==> src/rtl/exec_ld_xix_disp_pkg.sv <==
// Shared definitions for the indexed-load/store execution sequencer.
//   state_t            : sequencer states
//   REG_*              : Z80 8-bit register codes (110 is the (HL) slot, illegal here)
//   ADD_CYCLES_DEFAULT : idle cycles between displacement fetch and data access
//   reg_code_legal()   : 1 when a register code names a plain 8-bit register
package exec_ld_xix_disp_pkg;

    typedef enum logic [2:0] {
        S_IDLE    = 3'd0,
        S_FETCH_D = 3'd1,
        S_ADD     = 3'd2,
        S_MEM     = 3'd3,
        S_WB      = 3'd4,
        S_DONE    = 3'd5
    } state_t;

    localparam logic [2:0] REG_B       = 3'b000;
    localparam logic [2:0] REG_C       = 3'b001;
    localparam logic [2:0] REG_D       = 3'b010;
    localparam logic [2:0] REG_E       = 3'b011;
    localparam logic [2:0] REG_H       = 3'b100;
    localparam logic [2:0] REG_L       = 3'b101;
    localparam logic [2:0] REG_ILLEGAL = 3'b110;
    localparam logic [2:0] REG_A       = 3'b111;

    localparam int unsigned ADD_CYCLES_DEFAULT = 5;

    function automatic logic reg_code_legal(input logic [2:0] code);
        case (code)
            REG_B, REG_C, REG_D, REG_E, REG_H, REG_L, REG_A: return 1'b1;
            REG_ILLEGAL:                                     return 1'b0;
            default:                                         return 1'b0;
        endcase
    endfunction

endpackage

==> src/rtl/exec_ea_adder.sv <==
// Effective-address adder for indexed addressing: base + sign-extended
// 8-bit displacement, modulo 2^16.
//   base : 16-bit index register value
//   disp : 8-bit two's-complement displacement
//   ea   : resulting 16-bit address
module exec_ea_adder (
    input  logic [15:0] base,
    input  logic [7:0]  disp,
    output logic [15:0] ea
);

    assign ea = base + {{8{disp[7]}}, disp};

endmodule

==> src/rtl/exec_ld_xix_disp.sv <==
// Execution sequencer for LD r,(IX/IY+d) and LD (IX/IY+d),r.
//
// state     | meaning
// ----------+-----------------------------------------------
// S_IDLE    | waiting for start from the prefix decoder
// S_FETCH_D | reading the displacement byte at the captured PC
// S_ADD     | ADD_CYCLES idle cycles, EA registered on exit
// S_MEM     | data read (load) or write (store) at EA
// S_WB      | register writeback of the loaded byte
// S_DONE    | one-cycle completion pulse
//
// Ports: CLK/notRESET clock and async active-low reset; start/is_Y/is_store/
// reg_sel/PC/IX/IY/reg_rdata decoded instruction and operands; mem_* bus
// master interface; pc_inc displacement-consumed pulse; reg_we/reg_waddr/
// reg_wdata register writeback; busy/done/err status.
module exec_ld_xix_disp
    import exec_ld_xix_disp_pkg::*;
#(
    parameter int unsigned ADD_CYCLES = ADD_CYCLES_DEFAULT
) (
    input  logic        CLK,
    input  logic        notRESET,
    input  logic        start,
    input  logic        is_Y,
    input  logic        is_store,
    input  logic [2:0]  reg_sel,
    input  logic [15:0] PC,
    input  logic [15:0] IX,
    input  logic [15:0] IY,
    input  logic [7:0]  reg_rdata,
    output logic        mem_req,
    output logic        mem_we,
    output logic [15:0] mem_addr,
    output logic [7:0]  mem_wdata,
    input  logic [7:0]  mem_rdata,
    input  logic        mem_ack,
    output logic        pc_inc,
    output logic        reg_we,
    output logic [2:0]  reg_waddr,
    output logic [7:0]  reg_wdata,
    output logic        busy,
    output logic        done,
    output logic        err
);

    localparam logic [3:0] ADD_CNT = ADD_CYCLES[3:0];

    state_t      state, state_nxt;
    logic [3:0]  cnt;
    logic        store_q;
    logic [2:0]  rsel_q;
    logic [7:0]  sdata_q;
    logic [15:0] base_q;
    logic [15:0] pc_q;
    logic [7:0]  d_q;
    logic [15:0] ea_q;
    logic [7:0]  ld_q;
    logic [7:0]  disp;
    logic [15:0] ea_sum;
    logic        accept;

    assign accept = (state == S_IDLE) && start && reg_code_legal(reg_sel);

    // With no ADD cycles the EA must be formed in the displacement ack
    // cycle, before d_q holds the byte, so feed the bus data straight in.
    assign disp = (state == S_FETCH_D) ? mem_rdata : d_q;

    exec_ea_adder u_ea (
        .base (base_q),
        .disp (disp),
        .ea   (ea_sum)
    );

    always_ff @(posedge CLK or negedge notRESET) begin
        if (!notRESET) begin
            state   <= S_IDLE;
            cnt     <= 4'd0;
            store_q <= 1'b0;
            rsel_q  <= 3'd0;
            sdata_q <= 8'd0;
            base_q  <= 16'd0;
            pc_q    <= 16'd0;
            d_q     <= 8'd0;
            ea_q    <= 16'd0;
            ld_q    <= 8'd0;
            pc_inc  <= 1'b0;
            err     <= 1'b0;
        end else begin
            state  <= state_nxt;
            pc_inc <= (state == S_FETCH_D) && mem_ack;
            err    <= (state == S_IDLE) && start && !reg_code_legal(reg_sel);
            case (state)
                S_IDLE: begin
                    if (accept) begin
                        store_q <= is_store;
                        rsel_q  <= reg_sel;
                        sdata_q <= reg_rdata;
                        base_q  <= is_Y ? IY : IX;
                        pc_q    <= PC;
                    end
                end
                S_FETCH_D: begin
                    if (mem_ack) begin
                        d_q <= mem_rdata;
                        cnt <= ADD_CNT;
                        if (ADD_CNT == 4'd0) ea_q <= ea_sum;
                    end
                end
                S_ADD: begin
                    cnt <= cnt - 4'd1;
                    if (cnt == 4'd1) ea_q <= ea_sum;
                end
                S_MEM: begin
                    if (mem_ack && !store_q) ld_q <= mem_rdata;
                end
                default: ;
            endcase
        end
    end

    always_comb begin
        state_nxt = state;
        mem_req   = 1'b0;
        mem_we    = 1'b0;
        mem_addr  = 16'd0;
        mem_wdata = 8'd0;
        reg_we    = 1'b0;
        reg_waddr = 3'd0;
        reg_wdata = 8'd0;
        done      = 1'b0;
        busy      = (state != S_IDLE);
        case (state)
            S_IDLE: begin
                if (accept) state_nxt = S_FETCH_D;
            end
            S_FETCH_D: begin
                mem_req  = 1'b1;
                mem_addr = pc_q;
                if (mem_ack) state_nxt = (ADD_CNT == 4'd0) ? S_MEM : S_ADD;
            end
            S_ADD: begin
                if (cnt == 4'd1) state_nxt = S_MEM;
            end
            S_MEM: begin
                mem_req   = 1'b1;
                mem_we    = store_q;
                mem_addr  = ea_q;
                mem_wdata = store_q ? sdata_q : 8'd0;
                if (mem_ack) state_nxt = store_q ? S_DONE : S_WB;
            end
            S_WB: begin
                reg_we    = 1'b1;
                reg_waddr = rsel_q;
                reg_wdata = ld_q;
                state_nxt = S_DONE;
            end
            S_DONE: begin
                done      = 1'b1;
                state_nxt = S_IDLE;
            end
            default: state_nxt = S_IDLE;
        endcase
    end

endmodule

==> config.mk <==
export PLATFORM = sky130hd
export DESIGN_NAME = exec_ld_xix_disp
export DESIGN_NICKNAME = d
export VERILOG_FILES = /design/src/rtl/exec_ld_xix_disp_pkg.sv /design/src/rtl/exec_ea_adder.sv /design/src/rtl/exec_ld_xix_disp.sv
export SDC_FILE = /design/constraint.sdc
export NUM_CORES = 1
export LEC_CHECK = 0
export CORE_ASPECT_RATIO = 0.8
export CORE_MARGIN = 2
export CORE_UTILIZATION = 69
export DETAILED_ROUTE_END_ITERATION = 16
export DONT_BUFFER_PORTS = 1
export PLACE_DENSITY = 0.81
export SLEW_MARGIN = 20
export SYNTH_ARGS = -nofsm -noshare
export SYNTH_HDL_FRONTEND = slang
export SYNTH_SLANG_ARGS = --single-unit
==> constraint.sdc <==
create_clock -name CLK -period 5.2 [get_ports CLK]
set_input_delay 1.04 -clock CLK [delete_from_list [all_inputs] [get_ports CLK]]
set_output_delay 1.04 -clock CLK [all_outputs]
set_load 0.02 [all_outputs]
Word-level counts from Yosys, hierarchy flattened
Memories as Yosys holds them, arrays and structs flattened.
Cells that the tools add are included.
Widths: inputs -> output; s select.
{"block": "classes", "eq_ne": 10, "muxes": 19, "addsub": 2, "n_reduce_logical": 17}
{"op": "$mux 8", "count": 4}
{"op": "$pmux 16 s2", "count": 1}
{"op": "$add 16x16->16", "count": 1}
{"op": "$mux 16", "count": 1}
{"op": "$mux 3", "count": 5}
{"op": "$pmux 3 s5", "count": 1}
{"op": "$reduce_and 2->1", "count": 5}
{"op": "$ne 2x2->1 const B", "count": 4}
{"op": "$pmux 4 s2", "count": 1}
{"op": "$eq 3x2->1 const B", "count": 2}
{"op": "$eq 3x3->1 const B", "count": 2}
{"op": "$logic_and 1x1->1", "count": 5}
{"op": "$mux 1", "count": 5}
{"op": "$eq 4x1->1 const B", "count": 1}
{"op": "$mux 4", "count": 1}
{"op": "$reduce_and 4->1", "count": 1}
{"op": "$sub 4x1->4 const B", "count": 1}
{"op": "$eq 3x1->1 const B", "count": 1}
{"op": "$logic_not 3->1", "count": 1}
{"op": "$reduce_bool 3->1", "count": 1}
{"op": "$logic_not 1->1", "count": 2}
{"op": "$reduce_bool 2->1", "count": 1}
{"op": "$reduce_or 2->1", "count": 1}
{"block": "totals", "word_cells": 62, "memories": 2, "inputBits": 73, "output_inout_bits": 42, "romBits": 16, "register_bits": 85}
{"memory": "(no name shown)", "words": 8, "width": 1, "read_ports": 1, "rd_ports_with_merged_regs": 0, "wr": 0, "line": "exec_ld_xix_disp_pkg.sv:29", "rtl": "case (code)"}
{"memory": "(no name shown)", "words": 8, "width": 1, "read_ports": 1, "rd_ports_with_merged_regs": 0, "wr": 0, "line": "exec_ld_xix_disp_pkg.sv:29"}

Depth between registers and ports, before layout
{"block": "logic_depth", "ltp_word": 5, "ltp_mapped": 12, "ltp_nobuf": 9}

Modules after synthesis
From an unflattened synthesis, not the netlist that was laid out.
{"block": "unflattened", "cells_unflattened": 423, "area_unflattened_um2": 4725.8}
{"mod": "exec_ld_xix_disp", "n_inst": 1, "cells_per_inst": 322, "seq_area_each_um2": 2127.0, "area_per_inst_um2": 3980.1}
{"mod": "exec_ea_adder", "n_inst": 1, "cells_per_inst": 101, "seq_area_each_um2": 0.0, "area_per_inst_um2": 745.7}

Least setup slack after synthesis
OpenSTA, ideal clock, no wires.
{"block": "synth_path", "path_type": "input to register", "from": "input port mem_rdata[0]", "to": "register ea_q[14]", "setup_time_ns": 0.120, "setup_slack_ns": 1.847, "required_ns": 5.080, "n_path_buf": 0, "arrival_time_ns": 3.234, "cell_stages": 8, "cell_sequence": "mux2_2 ha_1 fa_1 a21o_4 a311oi_2 nor4b_1 or4_1 a31o_1"}
{"block": "synth_between", "elab_chain_len": 2}
{"item": "start: declaration", "line": "exec_ld_xix_disp.sv:35", "rtl": "input logic [7:0] mem_rdata,"}
{"item": "$mux 8", "line": "exec_ld_xix_disp.sv:66", "rtl": "assign disp = (state == S_FETCH_D) ? mem_rdata : d_q;"}
{"item": "$add 16x16->16", "line": "exec_ea_adder.sv:12", "rtl": "assign ea = base + {{8{disp[7]}}, disp};"}
{"item": "end signal: assignment", "line": "exec_ld_xix_disp.sv:106", "rtl": "if (ADD_CNT == 4'd0) ea_q <= ea_sum;"}
{"item": "end signal: assignment", "line": "exec_ld_xix_disp.sv:111", "rtl": "if (cnt == 4'd1) ea_q <= ea_sum;"}
{"item": "end: declaration", "line": "exec_ld_xix_disp.sv:56", "rtl": "logic [15:0] ea_q;"}
No other way between the ends.
A chain may end at the register's enable or synchronous reset.

Final worst setup path
{"block": "layout_path", "from": "register state[1]", "to": "register ea_q[14]"}
{"block": "layout_between", "elab_chain_len": 3}
{"item": "start: declaration", "line": "exec_ld_xix_disp.sv:48", "rtl": "state_t state, state_nxt;"}
{"item": "start signal: assignment", "line": "exec_ld_xix_disp.sv:89", "rtl": "state <= state_nxt;"}
{"item": "$eq 3x1->1", "line": "exec_ld_xix_disp.sv:66"}
{"item": "$mux 8", "line": "exec_ld_xix_disp.sv:66"}
{"item": "$add 16x16->16", "line": "exec_ea_adder.sv:12"}
Parallel ways exist; a longest one is shown, timed or not.

==> reports/results.txt <==
Sequential element share of the synthesized area - 45.7%
Type of the most critical hold path - input port to asynchronous set/reset pin
Endpoint class of the critical path - register
Layout cell share with drive strength beyond 1 - 7.58%
Core Rows - 26
Die ar. - 7430 sq um
Hold_buf cts - 0
Status - completed
Most frequent cells in the layout - nand2_1 (146), dfrtp_1 (85), mux2i_1 (35), nor2_1 (25), o21ai_1 (24)
FF-to-FF path depth - 11
Max Slew Vio Count - 0
Initial DRC Count - 181
First-pass GRT wire length - 15,300 um
Starting density of the core - 71.9%
RSZ-0062 raised after global routing - no
Cells after synthesis - 508
Syn Nets - 600
Max-cap violations - 0
Worst EP arrival - 3.96 ns
Post-cts resize count - 0
FF-to-FF Start - state[1]$_DFFE_PN0P_
EDFF count, synth - 0
FMAX - 0.270 GHz
Area grow syn2layout - 4.43%
Leakage - 2.38 nW
Placement Setup Slack - 1.61 ns
Via-per-instance ratio - 5.95
Share of flip-flops with an asynchronous set or reset - 100%
Core area - 6470 sq um
Post-synthesis mux area share - 11.4%
Startpoint types - register
Max stage delay on crit path - 0.48 ns
Critical path cell sequence - buf_4 > nor3b_1 > buf_4 > mux2_2 > ha_1 > fa_1 > a21o_4 > a311oi_2 > nor4b_1 > or4_1 > a31o_1
GPL Wtd Cong - 0.908
Clock sink total - 85
Final min period - 3.70 ns
Critical path peak fanout - 27
Detailed Route WL - 9520 um
CTS tree - built
Worst-skew pair later-pin latency - 0.36 ns
Req. time, crit path - 5.46 ns
Synth Flop Type - dfrtp_1
Core Util, Final - 75.1%
Inserted Clock Buffers - 9
H-tree depth - 3
Post-route ant nets - 0
Mapped cell area - 4660 sq um
Setup-failing EPs final - 0
Detail Placement HPWL - 6930 um
Pwr per Cell Area - 691 nW/um^2
Post-synthesis xor/xnor area fraction - 1.50%
# nets final - 588
Clock Tree Root - clkbuf_8
Worst Skew - 0.0118 ns
Buf/Inv on CP - 2
Fin cells - 585
Largest net degree at the start of global routing - 86
Worst rel slew slack - 37.3%
Top delay family on crit path - compound AO/OA/AOI/OAI gates
Combinational family with the most area after synthesis - simple AND/OR/NAND/NOR gates
Actual slew at the worst max-slew pin - 0.941 ns
Post-CTS setup buffers - 0
Die width - 95.9 um
# diodes - 0
Detailed-router iteration count before antenna repair - 5
I/O pin total - 115
Setup_tns - 0 ns
RR Endpoint - ea_q[14]$_DFFE_PN0P_
Global route total overflow - 0
Simple-gate share of the synthesized area - 22.5%
Clock Path Buffers - 2
Complex-gate fraction of the synthesized area - 10.7%
Vias in the first global route - 3,195
Setup ws final - 1.50 ns
Post-synthesis adder-cell area fraction - 5.27%
Final Hold Viols - 0
Via Count - 3,480
Most frequent cell on the critical path - buf_4
Dpl cells - 569
Synth Area per Inst - 9.17 sq um
Antenna violations before repair - 0
Port-buffer cells - 0
VDD IR max - 0.327 mV
Die height - 77.5 um
Commonest non-fill, non-tap cell in the layout - nand2_1
Tcrit/Tclk final - 71.2%
Register bit total from synthesis - 85
DRC Markers - 0
Netlist cell types - 57
WL/cell - 16.3 um
Syn. warnings - 0
CP max-delay cell - or4_1
All-Layer GR Usage - 26.6%
CP Class - register to register
R2R Setup Slk - 1.50 ns
Clock transition at path regs - 0.09 ns
through the flow:
| step | total power (W) | hold WS [ns] | instance area, sq um |
|---|---|---|---|
| floorplan | 0.00257 | 0.437 | 4660 |
| CTS | 0.00336 | 0.350 | 4860 |
| detailed placement | 0.00292 | 0.454 | 4680 |
| global route | 0.00364 | 0.334 | 4860 |
| finish | 0.00336 | 0.365 | 4860 |
| global placement | 0.00285 | 0.449 | 4680 |
synth_stat cells, types with 5 or more instances:
master / count / area (sq um)
a21oi_1: 16 / 80.1
and2_1: 21 / 131
buf_2: 10 / 50.1
clkbuf_1: 15 / 56.3
dfrtp_1: 85 / 2130
ha_1: 18 / 225
inv_1: 5 / 18.8
mux2_1: 7 / 78.8
mux2_2: 9 / 101
mux2i_1: 35 / 350
nand2_1: 146 / 548
nand3_1: 9 / 45.0
nor2_1: 25 / 93.8
nor3_1: 6 / 30.0
o21ai_0: 5 / 25.0
o21ai_1: 24 / 120
xor2_1: 5 / 43.8
worst max-delay path by stage:
stage                     depth (start not counted)                   end                 start
final                                            11  ea_q[14]$_DFFE_PN0P_  state[1]$_DFFE_PN0P_
after CTS                                        11  ea_q[14]$_DFFE_PN0P_  state[1]$_DFFE_PN0P_
after floorplan                                   8  ea_q[14]$_DFFE_PN0P_          mem_rdata[0]
after global placement                           11  ea_q[14]$_DFFE_PN0P_  state[1]$_DFFE_PN0P_
after global routing                             11  ea_q[14]$_DFFE_PN0P_  state[1]$_DFFE_PN0P_
after detailed placement                         11  ea_q[14]$_DFFE_PN0P_  state[1]$_DFFE_PN0P_
final cells by class:
cell class | count | area [sq um]
Timing Repair Buffer | 3 | 22.5
Sequential cell | 85 | 2130
Inverter | 7 | 26.3
Tap cell | 84 | 105
Multi-Input combinational cell | 390 | 2410
Fill cell | 497 | 1610
Clock buffer | 10 | 128
Clock inverter | 6 | 48.8
where the power goes:
group	internal, W	total, W	leakage [nW]	switching, W
logic	0.000673	0.00178	1.26	0.00111
registers	0.000965	0.00116	1.04	0.000194
clock network	0.000178	0.000425	0.0844	0.000247
flip-flops by register name, indices dropped and copies added (netlist names):
signal	count
err	1
d_q	8
pc_q	16
base_q	16
cnt	4
sdata_q	8
ld_q	8
ea_q	16
rsel_q	3
store_q	1
pc_inc	1
state	3
layer usage:
metal	track usage [%]	share of wire, %	vias up
met4	7.43	0.65	0
met2	38.2	44	148
met5	0	0	-
li1	-	-	1710
met1	39.9	48	1613
met3	7.09	7.7	9
cell families (layout without fill, tap and decap cells):
logic type	after synthesis	count (layout)
compound gates	77	77
xor+xnor	8	8
fa+ha+maj	19	19
buf+inv	33	26
flops	85	85
mux	51	51
simple gates	235	235
worst reg2reg max path: cells and delay by family (launching register included):
family	cells	cell delay [ns]
compound gates	3	0.90
simple gates	3	0.88
mux	1	0.35
buf+inv	2	0.47
fa+ha+maj	2	0.63
flops	1	0.36
Note: power is estimated with default switching activity, not from simulation.
